$ cat src/rtl/pb_pkg.sv
// pb_pkg: shared push-button types and default timing constants
package pb_pkg;
  typedef enum logic [1:0] {WAIT_REL, IDLE, PRESSED, LONG} pb_state_t;
  localparam int PB_LONG_CYC = 50;
  localparam int PB_REP_CYC  = 10;
endpackage

$ cat src/rtl/pb_hold_timer.sv
// pb_hold_timer: hold counter with clear/enable and terminal-count compare against a runtime limit
// Ports: clk, rst_n (async, active-low), clr, en, limit[CNT_W-1:0] -> tc (cnt == limit)
module pb_hold_timer #(
  parameter int CNT_W = 8
) (
  input  logic             clk,
  input  logic             rst_n,
  input  logic             clr,
  input  logic             en,
  input  logic [CNT_W-1:0] limit,
  output logic             tc
);
  logic [CNT_W-1:0] cnt;
  always_ff @(posedge clk or negedge rst_n)
    if (!rst_n) cnt <= '0;
    else if (clr) cnt <= '0;
    else if (en) cnt <= cnt + 1'b1;
  assign tc = cnt == limit;
endmodule

$ cat src/rtl/pb_event_decoder.sv
// pb_event_decoder: turns the debounced button level into press/release/long-press/repeat pulses
// Ports: clk, rst_n (async, active-low), pb_db (1 = pressed) ->
//   press, released (release pulse; 'release' is a reserved word), long_press, rpt (one-cycle pulses),
//   held (level while PRESSED or LONG). All outputs registered.
// Build option: define PB_REPEAT_EN to enable auto-repeat (rpt); otherwise rpt stays 0.
module pb_event_decoder
  import pb_pkg::*;
#(
  parameter int LONG_CYC = PB_LONG_CYC,
  parameter int REP_CYC  = PB_REP_CYC,
  parameter int CNT_W    = 8
) (
  input  logic clk,
  input  logic rst_n,
  input  logic pb_db,
  output logic press,
  output logic released,
  output logic long_press,
  output logic rpt,
  output logic held
);
  pb_state_t        state, state_nx;
  logic             press_nx, rel_nx, long_nx, rpt_nx, clr, en, tc;
  logic [CNT_W-1:0] limit;
  assign limit = state == LONG ? CNT_W'(REP_CYC - 1) : CNT_W'(LONG_CYC - 1);
  pb_hold_timer #(.CNT_W(CNT_W)) u_timer (
    .clk  (clk),
    .rst_n(rst_n),
    .clr  (clr),
    .en   (en),
    .limit(limit),
    .tc   (tc)
  );
  always_ff @(posedge clk or negedge rst_n)
    if (!rst_n) begin
      state      <= WAIT_REL;
      press      <= 1'b0;
      released   <= 1'b0;
      long_press <= 1'b0;
      rpt        <= 1'b0;
      held       <= 1'b0;
    end else begin
      state      <= state_nx;
      press      <= press_nx;
      released   <= rel_nx;
      long_press <= long_nx;
      rpt        <= rpt_nx;
      held       <= state_nx == PRESSED || state_nx == LONG;
    end
  // Release is tested first in PRESSED/LONG so it wins over long_press and rpt.
  always_comb begin
    state_nx = state;
    press_nx = 1'b0;
    rel_nx   = 1'b0;
    long_nx  = 1'b0;
    rpt_nx   = 1'b0;
    clr      = 1'b0;
    en       = 1'b0;
    case (state)
      WAIT_REL: state_nx = pb_db ? WAIT_REL : IDLE;
      IDLE: if (pb_db) begin
        state_nx = PRESSED;
        press_nx = 1'b1;
        clr      = 1'b1;
      end
      PRESSED:
        if (!pb_db) begin
          state_nx = IDLE;
          rel_nx   = 1'b1;
        end else if (tc) begin
          state_nx = LONG;
          long_nx  = 1'b1;
          clr      = 1'b1;
        end else en = 1'b1;
      LONG:
        if (!pb_db) begin
          state_nx = IDLE;
          rel_nx   = 1'b1;
        end else begin
`ifdef PB_REPEAT_EN
          rpt_nx = tc;
          clr    = tc;
          en     = !tc;
`endif
        end
      default: state_nx = WAIT_REL;
    endcase
  end
endmodule

$ cat config.mk
export PLATFORM = sky130hd
export DESIGN_NAME = pb_event_decoder
export DESIGN_NICKNAME = d
export VERILOG_FILES = /design/src/rtl/pb_pkg.sv /design/src/rtl/pb_hold_timer.sv /design/src/rtl/pb_event_decoder.sv
export SDC_FILE = /design/constraint.sdc
export NUM_CORES = 1
export LEC_CHECK = 0
export CAP_MARGIN = 30
export CORE_MARGIN = 1.5
export CORE_UTILIZATION = 54
export CTS_CLUSTER_SIZE = 14
export DETAILED_ROUTE_END_ITERATION = 7
export HOLD_SLACK_MARGIN = 0.06
export PLACE_DENSITY = 0.85
export SYNTH_ARGS = -nofsm -noshare
export SYNTH_HDL_FRONTEND = slang
export SYNTH_SLANG_ARGS = --single-unit
export TNS_END_PERCENT = 100
$ cat constraint.sdc
create_clock -name clk -period 1.9 [get_ports clk]
set_input_delay 0.19 -clock clk [delete_from_list [all_inputs] [get_ports clk]]
set_output_delay 0.19 -clock clk [all_outputs]
set_load 0.1 [all_outputs]
Word level (Yosys, flattened, before mapping)
Cells that the tools add are included.
- register bits after elaboration: 14
- bits in latches: 0
- memory bits (writable): 0
- bits in read-only memories: 0
- output and inout bits: 5
- memories kept: 0
- $add $sub $neg: 1
- $mul: 0
- div/mod/pow operators: 0
- order comparisons: 0
- equal/unequal tests: 6
- shift operators: 0
- muxes and demuxes: 20
- bitwise logic cells: 0
- reductions and logical operators: 4
- operators by type and width (operator ; count):
    two-way mux 8 bit ; 2
    two-way mux 1 bit ; 11
    adder 8 x 1 -> 8 bit, second input constant ; 1
    equality test 2 bit, second input constant ; 4
    equality test 8 x 6 -> 1 bit ; 1
    two-way mux 2 bit ; 4
    one-hot mux 2 bit (4 select lines) ; 1
    two-way mux 6 bit ; 1
    equality test 2 x 1 -> 1 bit, second input constant ; 1
    logical NOT 2 bit ; 1
    one-hot mux 1 bit (2 select lines) ; 1
    nonzero test 2 bit ; 1
    OR reduction 2 bit ; 1
    logical OR 1 bit ; 1

Logic depth before layout (Yosys ltp)
- word-level depth: 8
- depth in mapped cells: 7
- gate-level depth less buffers: 6

By module
A second synthesis with hierarchy kept.
- cells, all modules: 80
- area, all modules: 787.0 um2
- by module, submodules not included (module ; instances ; cells each ; area each (um2) ; sequential area each (um2)):
    pb_hold_timer ; 1 ; 49 ; 476.7 ; 200.2
    pb_event_decoder ; 1 ; 31 ; 310.3 ; 150.1

Worst setup path before layout
Ideal clock, no wire load.
- path type: reg-to-reg
- from: register state[0]
- to: register u_timer.cnt[1]
- arrival time: 1.377 ns
- slack: 0.385 ns
- stages on the path, launching flop included: 6
- buffers on the path: 0
- cells stage by stage: dfrtp_1 > ha_1 > nor4bb_4 > o211ai_2 > a21boi_4 > a311oi_2
- word-level cells in the longest chain between the ends: 7
- elaborated cells between the ends (all ways): 13
- classes of those cells: 4 x eq/ne; 8 x mux; 1 x reduce/logical
- RTL lines (what ; RTL line ; source):
    start: declaration ; pb_event_decoder.sv:22 ; pb_state_t state, state_nx;
    start signal: assignment ; pb_event_decoder.sv:43 ; state <= state_nx;
    equality test 2 bit ; pb_event_decoder.sv:25 ; assign limit = state == LONG ? CNT_W'(REP_CYC - 1) : CNT_W'(LONG_CYC - 1);
    two-way mux 6 bit ; pb_event_decoder.sv:25 ;
    equality test 8 x 6 -> 1 bit ; pb_hold_timer.sv:18 ; assign tc = cnt == limit;
    two-way mux 1 bit ; pb_event_decoder.sv:70 ; end else if (tc) begin
    two-way mux 1 bit ; pb_event_decoder.sv:67 ; if (!pb_db) begin
    one-hot mux 1 bit (2 select lines) / two-way mux 1 bit (equally long branches) ; pb_event_decoder.sv:59 ; case (state)
    two-way mux 8 bit / nonzero test 2 bit (equally long branches) ; n/a ;
    end signal: assignment ; pb_hold_timer.sv:17 ; else if (en) cnt <= cnt + 1'b1;
    end: declaration ; pb_hold_timer.sv:13 ; logic [CNT_W-1:0] cnt;
Several ways; a longest one is shown, not always the timed one.
A chain may end at the register's enable or synchronous reset.

Final worst setup path
Same ends and word-level chain as after synthesis.

==> impl.org <==
** Power and ir drop
- Switching portion of total power :: 0.3228
- Across the VDD grid, the largest voltage drop is between 0.8 and 0.9 mV.
- The share of total power dissipated in combinational logic is 0.244.
- For this design the ratio of total power to cell area is 856.2 mW/mm2.
- In this run the static leakage power is 0.4393 nW.
- Power dissipated by switching net loads :: ~0.25 mW
- The share of total power dissipated in the clock network is 0.282.
- Cell-internal power :: 0.5245 mW
- Fraction of power consumed by sequential logic :: 0.474

** Synthesis
- The mapped netlist covers 804.5 um2.
- Biggest area contributors in the synthesized netlist :: dfrtp_1 44%, ha_1 9.3%, xor2_1 5.4%
- dfrtp_1 is the most common cell in the netlist.
- For this run, the leading register cell type out of synthesis is dfrtp_1.
- Proportion of netlist area held by the largest area contributor :: 0.4355
- The netlist uses 28 different library cells.
- A synthesized cell averages 11.02 um2.
- Number of flops mapped to enable cells by yosys :: 0
- Number of synthesized register bits :: 14
- FFs w/ async S/R, synth :: 1.000
- Part of the Yosys area used for sequential elements :: 0.4355
- In the synthesized netlist, the number of instances is 73.
- Of all cell types, the one taking the most synthesized area is dfrtp_1.
- Synthesis produced a netlist with a net count of 82.
- The Yosys step of the flow raised 0 warnings.
- After synthesis, the most frequently instantiated cells are 14 x dfrtp_1, 9 x nor2_1, 6 x ha_1.

** Critical path
- Worst Path Required :: 2060 ps
- Maximum fanout encountered on the critical timing path :: 7
- Critical path's slowest cell :: dfrtp_1
- In this design, the stage delay of the slowest critical-path cell is 420 ps.
- The signal on the critical path passes through ha_1, nor4bb_4, o211ai_2, a21boi_4, a311oi_2.
- The worst setup path is launched from a flip-flop.
- The worst setup path is of the flip-flop to flip-flop kind.
- Worst Path Arrival :: around 1800 ps
- The worst setup path is captured at a flip-flop.

** Min path
- Class of the tightest hold or removal check :: input port to asynchronous set/reset pin

** Global routing
- The number of global-route vias before repair came to between 500 and 600.
- Grt total ovfl :: 0
- Global-route wire length before repair :: between 2 and 3 mm
- In the global route stage, overall resource usage came out at 0.2070.
- Maximum number of pins on one net before global-route repair :: 15
- The number of antenna violations at the first check in global routing was 0.

** Clock network
- For the worst-skew pair, the clock arrives at the later sink with an insertion delay of ~290 ps.
- Gates resized during post-CTS repair numbered 0.
- Post-CTS timing repair inserted 0 buffers for setup.
- The clock passes through at most 2 buffers.
- Hold bufs inserted after CTS :: 0
- TritonCTS built the clock tree.
- Total clock buffers created by CTS :: 3
- In this run the number of H-tree levels came out at 1.
- Clock tree synthesis selected as its root buffer the cell clkbuf_4.
- After clock tree synthesis, the clock-pin slew on the worst setup and hold paths is 90 ps.
- The clock net in this run drives a total of 14 sinks.

** Route
- Number of antenna-violating nets in the routed design :: 0
- After detailed routing, the total wire length is 1.476 mm.
- Drt first-iter violations :: 6
- Post-detailed-route wirelength per cell :: between 15 and 20 um
- Using the TritonRoute via totals, the vias-per-cell ratio works out to 5.773.
- The detailed router placed 560 vias in this run.
- Drc violations :: 0
- First drt pass iteration count :: 4

** Placed design
- Timing analysis after detailed placement gives a worst setup slack of 231.8 ps.
- Number of buffers inserted by port buffering :: 6
- The congestion estimate from routability-driven global placement came to 0.8566.
- Dpl hpwl :: 1.103 mm

** Status
- Result of the run :: completed

** Final layout
- The layout has 101 filler cells.
- Number of antenna cells inserted :: 0
- Across the whole layout, storage elements account for roughly 350 um2.
- Of the cells placed in the final design, the portion with a size suffix greater than 1 is 0.2195.
- Multi-input combinational cell area :: 422.9 um2
- Net count reported at finish :: 92
- The area growth from synthesis to layout is 12.44%.

** STA
- The clock arrives with 2.487 ps of skew.
- Worst slew margin :: 0.6026
- Fmax :: 597.0 MHz
- Final number of max-transition violations :: 0
- The final-report hold violation count is 0.
- Setup total negative slack on the finished layout was measured at 0 ps.
- The worst path meets setup with 224.9 ps of slack.
- The smallest clock period supported by the final layout is computed as about 1700 ps.
- Worst-Margin Slew :: 594.3 ps
- Ratio of final minimum period to clock period :: 0.8816
- Unrepaired setup endpoints after global routing :: false
- Setup violations remaining at the end of the flow were counted as 0.

** Floorplan
- From bottom edge to top edge, the die measures 41.60 um.
- The core region is roughly 0.0014 mm2.
- Die width :: 41.60 um
- Initial Utilization :: 0.5959
- The die covers 0.001731 mm2.
- Count of pins on the block boundary :: 8
- The initialized floorplan defines 13 standard-cell rows.

** Run
- Max-cap violation count :: 0
## placed cells by master (no fill, tap or decap), types with 3 or more instances in the layout
cell type / n
nand4_1: 3
buf_4: 5
nand2_1: 5
ha_1: 6
xor2_1: 5
a21oi_1: 4
a31oi_1: 3
inv_1: 5
nor2_1: 9
dfrtp_1: 14
clkbuf_4: 3
## critical path: cells and delay by family, from the launching register on
kind / cells / cell delay (ps)
AOI/OAI and AO/OA: 3 / 530
DFF: 1 / 420
adders and majority gates: 1 / 240
and+or+nand+nor: 1 / 360
## flip-flops by register name, indices dropped and copies added, names as in the netlist
name and flops:
released 1, held 1, state 2, long_press 1
press 1, u_timer.cnt 8
## cells by family after synthesis
logic type	synth area share
compound gates	0.1617
xor+xnor	0.05443
fa+ha+maj	0.09331
buf+inv	0.03888
flops	0.4355
other cells	0.004661
simple gates	0.2115
## routing by layer
metal	GRT usage	up-vias	share of wire
met5	0	-	0
met3	0.03913	5	0.025
li1	-	276	-
met4	0.09677	0	0.021
met1	0.2605	272	0.44
met2	0.3406	7	0.51
## stage by stage
step / instances / power (mW) / util / hold slack (ps) / area (um2)
2_1_floorplan: 73 / 0.5114 / - / -105.6 / 804.5
3_3_place_gp: 93 / 0.5509 / 0.6432 / 565.9 / 868.3
3_5_place_dp: 93 / 0.5620 / 0.6432 / 575.2 / 868.3
4_1_cts: 97 / 0.7757 / 0.6701 / 305.7 / 904.6
5_1_grt: 97 / 0.8186 / 0.6701 / 326.4 / 904.6
6_report: 97 / 0.7746 / 0.6701 / 270.0 / 904.6
## path summary, 6_finish.rpt
check / cells past startpoint / start / slack, ps / end
hold / removal: 1 / rst_n / 270 / long_press$_DFF_PN0_
max in group asynchronous: 1 / rst_n / 1240 / press$_DFF_PN0_
min in group clk: 2 / u_timer.cnt[7]$_DFFE_PN0P_ / 610 / u_timer.cnt[7]$_DFFE_PN0P_
setup / recovery: 5 / state[0]$_DFF_PN0_ / 220 / u_timer.cnt[1]$_DFFE_PN0P_
setup reg to reg: 5 / state[0]$_DFF_PN0_ / 220 / u_timer.cnt[1]$_DFFE_PN0P_
hold reg to reg: 2 / u_timer.cnt[7]$_DFFE_PN0P_ / 610 / u_timer.cnt[7]$_DFFE_PN0P_
## power groups by stage
stage / clock network [mW] / logic (mW) / registers, mW
floorplan: 0 / 0.130 / 0.382
global placement: 0 / 0.183 / 0.368
detailed placement: 0 / 0.189 / 0.373
CTS: 0.218 / 0.191 / 0.367
global route: 0.240 / 0.205 / 0.374
finish: 0.219 / 0.189 / 0.367
## cell type report
cell class | count | share of cell area
multi-input cells | 52 | 0.4675
flip-flops and latches | 14 | 0.3873
repair buffers | 7 | 0.06362
clock buffers | 4 | 0.04011
inverters | 5 | 0.02075
well taps | 15 | 0.02075
Note: power is estimated with default switching activity, not from simulation.
